$ cat config.mk
export PLATFORM = sky130hd
export DESIGN_NAME = neuron_mac_accumulator_flat
export DESIGN_NICKNAME = d
export VERILOG_FILES = /design/src/rtl/neuron_mac_if.sv /design/src/rtl/neuron_mac_accumulator.sv /design/src/flat_wrapper.sv
export SDC_FILE = /design/constraint.sdc
export NUM_CORES = 1
export LEC_CHECK = 0
export CAP_MARGIN = 0
export CORE_MARGIN = 2
export CORE_UTILIZATION = 35
export DETAILED_ROUTE_END_ITERATION = 7
export GPL_ROUTABILITY_DRIVEN = 0
export RECOVER_POWER = 100
export SYNTH_ARGS = -nofsm -noshare
export SYNTH_HDL_FRONTEND = slang
export SYNTH_SLANG_ARGS = --single-unit
$ cat constraint.sdc
create_clock -name clk -period 10.61 [get_ports clk]
set_clock_uncertainty 0.05 [all_clocks]
set_input_delay 2.122 -clock clk [delete_from_list [all_inputs] [get_ports clk]]
set_output_delay 2.122 -clock clk [all_outputs]
set_load 0.1 [all_outputs]
$ cat src/rtl/neuron_mac_if.sv
// Beat-stream and result handshake bundle for the neuron MAC front end.
// The master drives beats and out_ready. The slave (the accumulator) returns the result.
interface neuron_mac_if #(
  parameter int data_width = 16,
  parameter int cnt_width  = 11
);
  logic signed [data_width-1:0]   in_x;
  logic signed [data_width-1:0]   in_w;
  logic signed [data_width-1:0]   in_bias;
  logic                           in_last;
  logic                           in_valid;
  logic                           in_ready;
  logic signed [2*data_width-1:0] out_sum;
  logic                           out_valid;
  logic                           out_ready;
  logic                           out_sat;
  logic                           out_overrun;
  logic [cnt_width-1:0]           beat_count;

  modport master (
    output in_x, in_w, in_bias, in_last, in_valid, out_ready,
    input  in_ready, out_sum, out_valid, out_sat, out_overrun, beat_count
  );

  modport slave (
    input  in_x, in_w, in_bias, in_last, in_valid, out_ready,
    output in_ready, out_sum, out_valid, out_sat, out_overrun, beat_count
  );
endinterface

$ cat src/rtl/neuron_mac_accumulator.sv
// Sequential signed MAC with bias, saturating 2*data_width accumulator and overrun guard.
// state | meaning
// IDLE  | waiting for the first beat; the bias is taken from this beat
// ACCUM | adding further products; idle gaps hold the partial sum
// DONE  | result presented; beats stalled until the result is consumed
module neuron_mac_accumulator #(
  parameter int data_width = 16,
  parameter int frac_bits  = 12,
  parameter int max_inputs = 1024
) (
  input logic        clk,
  input logic        rst,
  neuron_mac_if.slave bus
);
  localparam int acc_width = 2 * data_width;
  localparam int cnt_width = $clog2(max_inputs) + 1;
  localparam logic [cnt_width-1:0] cnt_max = cnt_width'(max_inputs);

  typedef enum logic [1:0] {IDLE, ACCUM, DONE} state_t;

  state_t                       state_q, state_d;
  logic signed [acc_width-1:0]  acc_q, acc_d;
  logic [cnt_width-1:0]         cnt_q, cnt_d;
  logic                         in_ready_q, in_ready_d;
  logic                         out_valid_q, out_valid_d;
  logic                         sat_q, sat_d;
  logic                         ovr_q, ovr_d;

  logic signed [acc_width-1:0]  x_ext, w_ext, bias_ext;
  logic signed [acc_width-1:0]  prod, prod_sh, base;
  logic signed [acc_width:0]    sum_wide;
  logic signed [acc_width-1:0]  sum_clamp;
  logic                         clamp_hit;
  logic [cnt_width-1:0]         cnt_next;
  logic                         accept;

  assign x_ext    = {{data_width{bus.in_x[data_width-1]}}, bus.in_x};
  assign w_ext    = {{data_width{bus.in_w[data_width-1]}}, bus.in_w};
  assign bias_ext = {{data_width{bus.in_bias[data_width-1]}}, bus.in_bias};
  assign prod     = x_ext * w_ext;
  assign prod_sh  = prod >>> frac_bits;
  assign base     = (state_q == IDLE) ? bias_ext : acc_q;
  assign sum_wide = {base[acc_width-1], base} + {prod_sh[acc_width-1], prod_sh};
  assign cnt_next = (state_q == IDLE) ? cnt_width'(1) : cnt_q + cnt_width'(1);
  assign accept   = bus.in_valid & in_ready_q;

  // One guard bit is enough: the two top bits disagree exactly when the sum left the range.
  always_comb begin
    clamp_hit = sum_wide[acc_width] ^ sum_wide[acc_width-1];
    sum_clamp = sum_wide[acc_width-1:0];
    if (clamp_hit) begin
      if (sum_wide[acc_width]) sum_clamp = {1'b1, {(acc_width-1){1'b0}}};
      else                     sum_clamp = {1'b0, {(acc_width-1){1'b1}}};
    end
  end

  always_comb begin
    state_d     = state_q;
    acc_d       = acc_q;
    cnt_d       = cnt_q;
    in_ready_d  = in_ready_q;
    out_valid_d = out_valid_q;
    sat_d       = sat_q;
    ovr_d       = ovr_q;
    case (state_q)
      IDLE, ACCUM: begin
        in_ready_d = 1'b1;
        if (accept) begin
          acc_d = sum_clamp;
          cnt_d = cnt_next;
          sat_d = (state_q == ACCUM) ? (sat_q | clamp_hit) : clamp_hit;
          if (bus.in_last || cnt_next == cnt_max) begin
            state_d     = DONE;
            in_ready_d  = 1'b0;
            out_valid_d = 1'b1;
            ovr_d       = ~bus.in_last;
          end else begin
            state_d = ACCUM;
          end
        end
      end
      DONE: begin
        // Ready rises only after the consume edge, giving the one-cycle bubble.
        if (bus.out_ready) begin
          state_d     = IDLE;
          in_ready_d  = 1'b1;
          out_valid_d = 1'b0;
          sat_d       = 1'b0;
          ovr_d       = 1'b0;
        end
      end
      default: state_d = IDLE;
    endcase
  end

  always_ff @(posedge clk or posedge rst) begin
    if (rst) begin
      state_q     <= IDLE;
      acc_q       <= '0;
      cnt_q       <= '0;
      in_ready_q  <= 1'b0;
      out_valid_q <= 1'b0;
      sat_q       <= 1'b0;
      ovr_q       <= 1'b0;
    end else begin
      state_q     <= state_d;
      acc_q       <= acc_d;
      cnt_q       <= cnt_d;
      in_ready_q  <= in_ready_d;
      out_valid_q <= out_valid_d;
      sat_q       <= sat_d;
      ovr_q       <= ovr_d;
    end
  end

  assign bus.in_ready    = in_ready_q;
  assign bus.out_sum     = acc_q;
  assign bus.out_valid   = out_valid_q;
  assign bus.out_sat     = sat_q;
  assign bus.out_overrun = ovr_q;
  assign bus.beat_count  = cnt_q;
endmodule

$ cat src/flat_wrapper.sv
// flat-port wrapper written by rule: the top's interface ports become plain ports
module neuron_mac_accumulator_flat 
#(
  parameter int data_width = 16,
  parameter int frac_bits  = 12,
  parameter int max_inputs = 1024
)
  (clk, rst, bus_in_x, bus_in_w, bus_in_bias, bus_in_last, bus_in_valid, bus_out_ready, bus_in_ready, bus_out_sum, bus_out_valid, bus_out_sat, bus_out_overrun, bus_beat_count);
  neuron_mac_if #(.data_width(data_width), .cnt_width(11)) bus_i ();
  input logic clk;
  input logic rst;
  input wire logic [$bits(bus_i.in_x)-1:0] bus_in_x;
  input wire logic [$bits(bus_i.in_w)-1:0] bus_in_w;
  input wire logic [$bits(bus_i.in_bias)-1:0] bus_in_bias;
  input wire logic [$bits(bus_i.in_last)-1:0] bus_in_last;
  input wire logic [$bits(bus_i.in_valid)-1:0] bus_in_valid;
  input wire logic [$bits(bus_i.out_ready)-1:0] bus_out_ready;
  output wire logic [$bits(bus_i.in_ready)-1:0] bus_in_ready;
  output wire logic [$bits(bus_i.out_sum)-1:0] bus_out_sum;
  output wire logic [$bits(bus_i.out_valid)-1:0] bus_out_valid;
  output wire logic [$bits(bus_i.out_sat)-1:0] bus_out_sat;
  output wire logic [$bits(bus_i.out_overrun)-1:0] bus_out_overrun;
  output wire logic [$bits(bus_i.beat_count)-1:0] bus_beat_count;
  assign bus_i.in_x = bus_in_x;
  assign bus_i.in_w = bus_in_w;
  assign bus_i.in_bias = bus_in_bias;
  assign bus_i.in_last = bus_in_last;
  assign bus_i.in_valid = bus_in_valid;
  assign bus_i.out_ready = bus_out_ready;
  assign bus_in_ready = bus_i.in_ready;
  assign bus_out_sum = bus_i.out_sum;
  assign bus_out_valid = bus_i.out_valid;
  assign bus_out_sat = bus_i.out_sat;
  assign bus_out_overrun = bus_i.out_overrun;
  assign bus_beat_count = bus_i.beat_count;
  neuron_mac_accumulator #(.data_width(data_width), .frac_bits(frac_bits), .max_inputs(max_inputs)) u_core (.clk(clk), .rst(rst), .bus(bus_i));
endmodule
; ---- Yosys cells after proc, flatten, opt, wreduce, memory -nomap -nowiden
; Index checks and enable logic that the tools add are counted.
[word_totals]
register_bits = 49
input_bits = 53
word_cells = 51
[op_classes]
n_addsub = 2
n_mul = 1
n_eq_ne = 6
muxes = 22
n_bitwise = 4
n_reduce_logical = 9
[op_table]
columns = operator, count
row1 = $mux W32, 3
row2 = $add A32 B20 Y33, 1
row3 = $mul A16 B16 Y32, 1
row4 = $add A11 B1 Y11 const B, 1
row5 = $eq A11 B11 Y1 const B, 1
row6 = $mux W11, 1
row7 = $mux W1, 10
row8 = $pmux W1 S2, 4
row9 = $mux W2, 3
row10 = $reduce_and A2 Y1, 3
row11 = $ne A2 B1 Y1 const B, 2
row12 = $pmux W2 S2, 1
row13 = $reduce_and A4 Y1, 1
row14 = $reduce_and A3 Y1, 1
row15 = $eq A2 B1 Y1 const B, 1
row16 = $eq A2 B2 Y1 const B, 1
row17 = $logic_not A2 Y1, 1
row18 = $ne A2 B2 Y1 const B, 1
row19 = $reduce_bool A2 Y1, 1
row20 = $reduce_or A2 Y1, 1
row21 = $and A1 B1 Y1, 1
row22 = $logic_or A1 B1 Y1, 1
row23 = $not A1 Y1, 1
row24 = $or A1 B1 Y1, 1
row25 = $xor A1 B1 Y1, 1

; ---- Logic depth before layout (Yosys ltp)
[depth]
depth_word = 8
mapped_depth = 34
ltp_nobuf = 31

; ---- Least setup slack after synthesis
; No wires, ideal clock.
[synth_timing]
kind = input port to flip-flop
start = input bus_in_w[7]
end = register u_core.acc_q[26], in the netlist u_core.bus.out_sum[26]
setup_time_ns = 0.129
arrival_time_ns = 10.207
required_time_ns = 10.431
slack_ns = 0.224
stages = 32
cell_sequence = clkbuf_1 > nand2_1 > fa_1 > inv_1 > fa_1 > inv_1 > fa_1 > inv_1 > fa_1 > fa_1 > inv_1 > fa_1 > inv_1 > ha_1 > nand2_1 > nor2_1 > or4b_1 > a21oi_1 > o2111ai_1 > and3_1 > a211oi_1 > ha_1 > clkbuf_1 > a21o_1 > o21bai_1 > o2111a_1 > o41ai_1 > a21oi_1 > a2bb2oi_2 > o21ai_2 > buf_2 > o21ai_0
[synth_between]
elab_chain_cells = 4
[synth_lines]
columns = item, line
row1 = "start, declared", flat_wrapper.sv:13  ; input wire logic [$bits(bus_i.in_w)-1:0] bus_in_w;
row2 = $mul A16 B16 Y32 (*), neuron_mac_accumulator.sv:40  ; assign prod = x_ext * w_ext;
row3 = $add A32 B20 Y33 (*), neuron_mac_accumulator.sv:43  ; assign sum_wide = {base[acc_width-1], base} + {prod_sh[acc_width-1], prod_sh};
row4 = $mux W32 or $xor A1 B1 Y1 (tied branches), "neuron_mac_accumulator.sv:52, neuron_mac_accumulator.sv:49"
row5 = $mux W32 (*), neuron_mac_accumulator.sv:51  ; if (clamp_hit) begin
row6 = "end signal, assigned", neuron_mac_accumulator.sv:99  ; acc_q <= '0;
row7 = "end signal, assigned", neuron_mac_accumulator.sv:107  ; acc_q <= acc_d;
row8 = "end, declared", neuron_mac_accumulator.sv:22  ; logic signed [acc_width-1:0] acc_q, acc_d;
; Every way passes the cells marked *; elsewhere a longest branch is shown, timed or not.
; A chain may end at the register's enable or synchronous reset.

; ---- Final worst setup path
[layout_timing]
start = input bus_in_x[6]
end = register u_core.acc_q[19], in the netlist u_core.bus.out_sum[19]
[layout_between]
elab_chain_cells = 4
[layout_lines]
columns = item, line
row1 = "start, declared", flat_wrapper.sv:12  ; input wire logic [$bits(bus_i.in_x)-1:0] bus_in_x;
row2 = $mul A16 B16 Y32 (*), neuron_mac_accumulator.sv:40
row3 = $add A32 B20 Y33 (*), neuron_mac_accumulator.sv:43
row4 = $mux W32 or $xor A1 B1 Y1 (tied branches), "neuron_mac_accumulator.sv:52, neuron_mac_accumulator.sv:49"
row5 = $mux W32 (*), neuron_mac_accumulator.sv:51
; Marks and branches as above.

==> impl_metrics.env <==
export IMPL_synth_ff_latch_count=49
export IMPL_grt_busiest_layer="met2"
export IMPL_start_util=0.356
export IMPL_detail_route_antenna_nets=0
export IMPL_synth_to_final_area_change_pct=20.0
export IMPL_grt_util_met2=0.298
export IMPL_top_level_i_o_count=100
export IMPL_grt_overflow_total=0
export IMPL_finalCritPeriodShare=0.970
export IMPL_cts_num_sinks=49
export IMPL_drv_slew=50
export IMPL_muxShareOfSynthArea=0
export IMPL_tritoncts="done"
export IMPL_die_area_sq_um=41100
export IMPL_synth_compound_area_frac=0.129
export IMPL_postSynthAreaPerCell_sq_um=8.63
export IMPL_grt_pass1_wl_mm=62.4
export IMPL_tritoncts_num_buffers=5
export IMPL_slew_limit_headroom=-0.322
export IMPL_chipHeight_um=203
export IMPL_tightest_slew_ns=1.98
export IMPL_layout_drive_gt1_share=0.0939
export IMPL_layout_min_cycle_time_ns=10.30
export IMPL_grt_util_all_layers=0.186
export IMPL_mappedNetlistArea_sq_um=13800
export IMPL_synth_seq_area_share=0.0887
export IMPL_cp_end_kind="flip-flop"
export IMPL_drt_wl_total_mm=35.9
export IMPL_h_tree_depth=2
export IMPL_grt_use_met1=0.283
export IMPL_cpPeakStageDelay_ns=0.55
export IMPL_dominant_combinational_cell_family_by_area_after_synthesis="adder cells"
export IMPL_path_common_cell="sky130_fd_sc_hd__fa_1"
export IMPL_worst_r2r_cell_count=13
export IMPL_clkTransAtPathRegs_ns=0.07
export IMPL_worst_hold_path_type="flip-flop to flip-flop"
export IMPL_timing_critical_path_fanout_max=8
export IMPL_critPathKind="primary input to flip-flop"
export IMPL_met3_usage=0.0130
export IMPL_hold_depth=2
export IMPL_finalHoldViolations=0
export IMPL_drt_first_iter_violations=584
export IMPL_synth_xor_area_frac=0.0350
export IMPL_grt_pass1_vias=12003
export IMPL_synth_top_flop_cell="sky130_fd_sc_hd__dfrtp_1"
export IMPL_synth_async_reset_ratio=1.00
export IMPL_clock_latency_ns=0.30
export IMPL_remaining_drc_errors=0
export IMPL_synthAdderAreaFrac=0.481
export IMPL_cts_root_to_sink_buffers=2
export IMPL_critical_path_slowest_cell="sky130_fd_sc_hd__fa_1"
export IMPL_synth_cells=1602
export IMPL_final_nets=2215
export IMPL_worst_ep_required_time_ns=10.74
export IMPL_vias_per_cell=4.92
export IMPL_antenna_found_initial=0
export IMPL_setup_viol=0
export IMPL_dieWidth_um=203
export IMPL_simple_gate_area_share_of_the_yosys_netlist=0.168
export IMPL_fmax_mhz=97.1
export IMPL_synth_edff_count=0
export IMPL_vias=11346
export IMPL_coreArea_sq_um=38800
export IMPL_hpwl_after_dpl_mm=30.9
export IMPL_fin_tns_setup_ns=0
export IMPL_cts_hold_repair_buffers=0
export IMPL_timing_max_cap_violations=1
export IMPL_port_buffers=99
export IMPL_drt_pass1_iter_count=5
export IMPL_diodes=0
export IMPL_violations="capacitance limit, slew limit"
export IMPL_yosys_warnings=0
export IMPL_wl_per_cell_um=15.6
export IMPL_startpoint_type="primary input"
export IMPL_synth_distinct_cells=57
export IMPL_floorplan_rows=72
export IMPL_critical_path_arrival_ns=10.43
export IMPL_cts_root_buf="sky130_fd_sc_hd__clkbuf_16"
export IMPL_syn_num_nets=2029
export IMPL_status="finished, violations left"
export IMPL_pin_count_of_the_biggest_net_entering_global_routing=50
==> cells in the mapped netlist (7+ instances only) <==
library cell               instances  area share
sky130_fd_sc_hd__nor3_1           12      0.0043
sky130_fd_sc_hd__a21oi_1          76       0.028
sky130_fd_sc_hd__o21a_1           10      0.0054
sky130_fd_sc_hd__a21o_1           34       0.018
sky130_fd_sc_hd__a211oi_1         11      0.0060
sky130_fd_sc_hd__dfrtp_1          49       0.089
sky130_fd_sc_hd__xnor2_1          27       0.017
sky130_fd_sc_hd__o21ai_0          78       0.028
sky130_fd_sc_hd__o21ai_1           8      0.0029
sky130_fd_sc_hd__nor2_1           46       0.012
sky130_fd_sc_hd__and2_1          125       0.057
sky130_fd_sc_hd__inv_1           302       0.082
sky130_fd_sc_hd__nand2_1         224       0.061
sky130_fd_sc_hd__clkbuf_1         51       0.014
sky130_fd_sc_hd__nand2b_1         11      0.0050
sky130_fd_sc_hd__or3_1             7      0.0032
sky130_fd_sc_hd__a22oi_1           7      0.0038
sky130_fd_sc_hd__o21bai_1          7      0.0038
sky130_fd_sc_hd__nand4_1           7      0.0032
sky130_fd_sc_hd__nand3_1          20      0.0072
sky130_fd_sc_hd__ha_1            112        0.10
sky130_fd_sc_hd__fa_1            262        0.38
sky130_fd_sc_hd__xor2_1           25       0.016
sky130_fd_sc_hd__and3_1            8      0.0036
==> final cells by class <==
cell class	instances	area, sq um
well taps	518	648
fillers	3819	22200
clock buffers	5	125
flip-flops and latches	49	1230
inverters	302	1130
clock inverters	3	65.1
repair buffers	238	2110
multi-input cells	1192	11300
==> metrics by stage <==
step                      area, sq um   util  std cells  setup slack [ns]  hold slack [ns]
after floorplan                 13800      -       1602             0.224            0.437
after global placement          16300  0.420       2297            -0.111            0.450
after detailed placement        16300  0.420       2297            -0.203            0.459
after CTS                       16500  0.425       2305            0.0645            0.484
after global routing            16600  0.427       2307          -0.00406            0.510
final                           16600  0.427       2307             0.314            0.474
==> timing repair <==
action                                  CTS  global route
setup buffers                             0             2
endpoints found under the setup margin    0            33
resized for setup                         0            16
==> cell usage in the layout, fill, tap and decap left out, types with 49 or more instances in the layout <==
cell and instances:
sky130_fd_sc_hd__fa_1 262, sky130_fd_sc_hd__nand2_1 224, sky130_fd_sc_hd__a21oi_1 75, sky130_fd_sc_hd__o21ai_0 79, sky130_fd_sc_hd__buf_4 134, sky130_fd_sc_hd__dlygate4sd3_1 50, sky130_fd_sc_hd__inv_1 302, sky130_fd_sc_hd__and2_1 125
sky130_fd_sc_hd__dfrtp_1 49, sky130_fd_sc_hd__ha_1 112
==> metal layers <==
metal  routed length, um  part of all wire
met1               17600              0.49
met2               16400              0.46
met5                   0                 0
met4                 308            0.0086
met3                1650             0.046
==> flip-flops by register name (all words and copies together) (netlist names) <==
| register | count |
|---|---|
| u_core.bus.out_valid | 1 |
| u_core.bus.beat_count | 11 |
| u_core.bus.in_ready | 1 |
| u_core.state_q | 2 |
| u_core.bus.out_sum | 32 |
| u_core.bus.out_overrun | 1 |
| u_core.bus.out_sat | 1 |
==> logic make-up (layout without fill, tap and decap cells) <==
family,count (synthesis),after routing
and+or+nand+nor,481,481
buffers and inverters,361,548
AOI/OAI and AO/OA,284,284
xor gates and xnor gates,53,53
DFF,49,49
adders and majority gates,374,374
==> final timing paths <==
| check | endpoint | slack [ns] | from |
|---|---|---|---|
| worst min register to register | u_core.bus.out_sum[1] | 0.47 | u_core.bus.out_sum[1] |
| worst min-delay path | u_core.bus.out_sum[1] | 0.47 | u_core.bus.out_sum[1] |
| max in group asynchronous | u_core.bus.out_sum[3] | 6.49 | rst |
| min in group asynchronous | u_core.bus.beat_count[10] | 2.86 | rst |
| worst max register to register | u_core.bus.out_sum[19] | 6.45 | u_core.state_q[0] |
| worst max-delay path | u_core.bus.out_sum[19] | 0.31 | bus_in_x[6] |
==> critical path: cells and delay by family <==
family / cells / cell delay (ns)
adders and majority gates: 8 / 3.55
AOI/OAI and AO/OA: 9 / 1.92
and+or+nand+nor: 7 / 1.54
buffers and inverters: 7 / 1.15
xor gates and xnor gates: 1 / 0.16
Power is left out: the tool's default activity adds up to more than one toggle a clock period on the data nets, which glitch-free logic cannot reach.
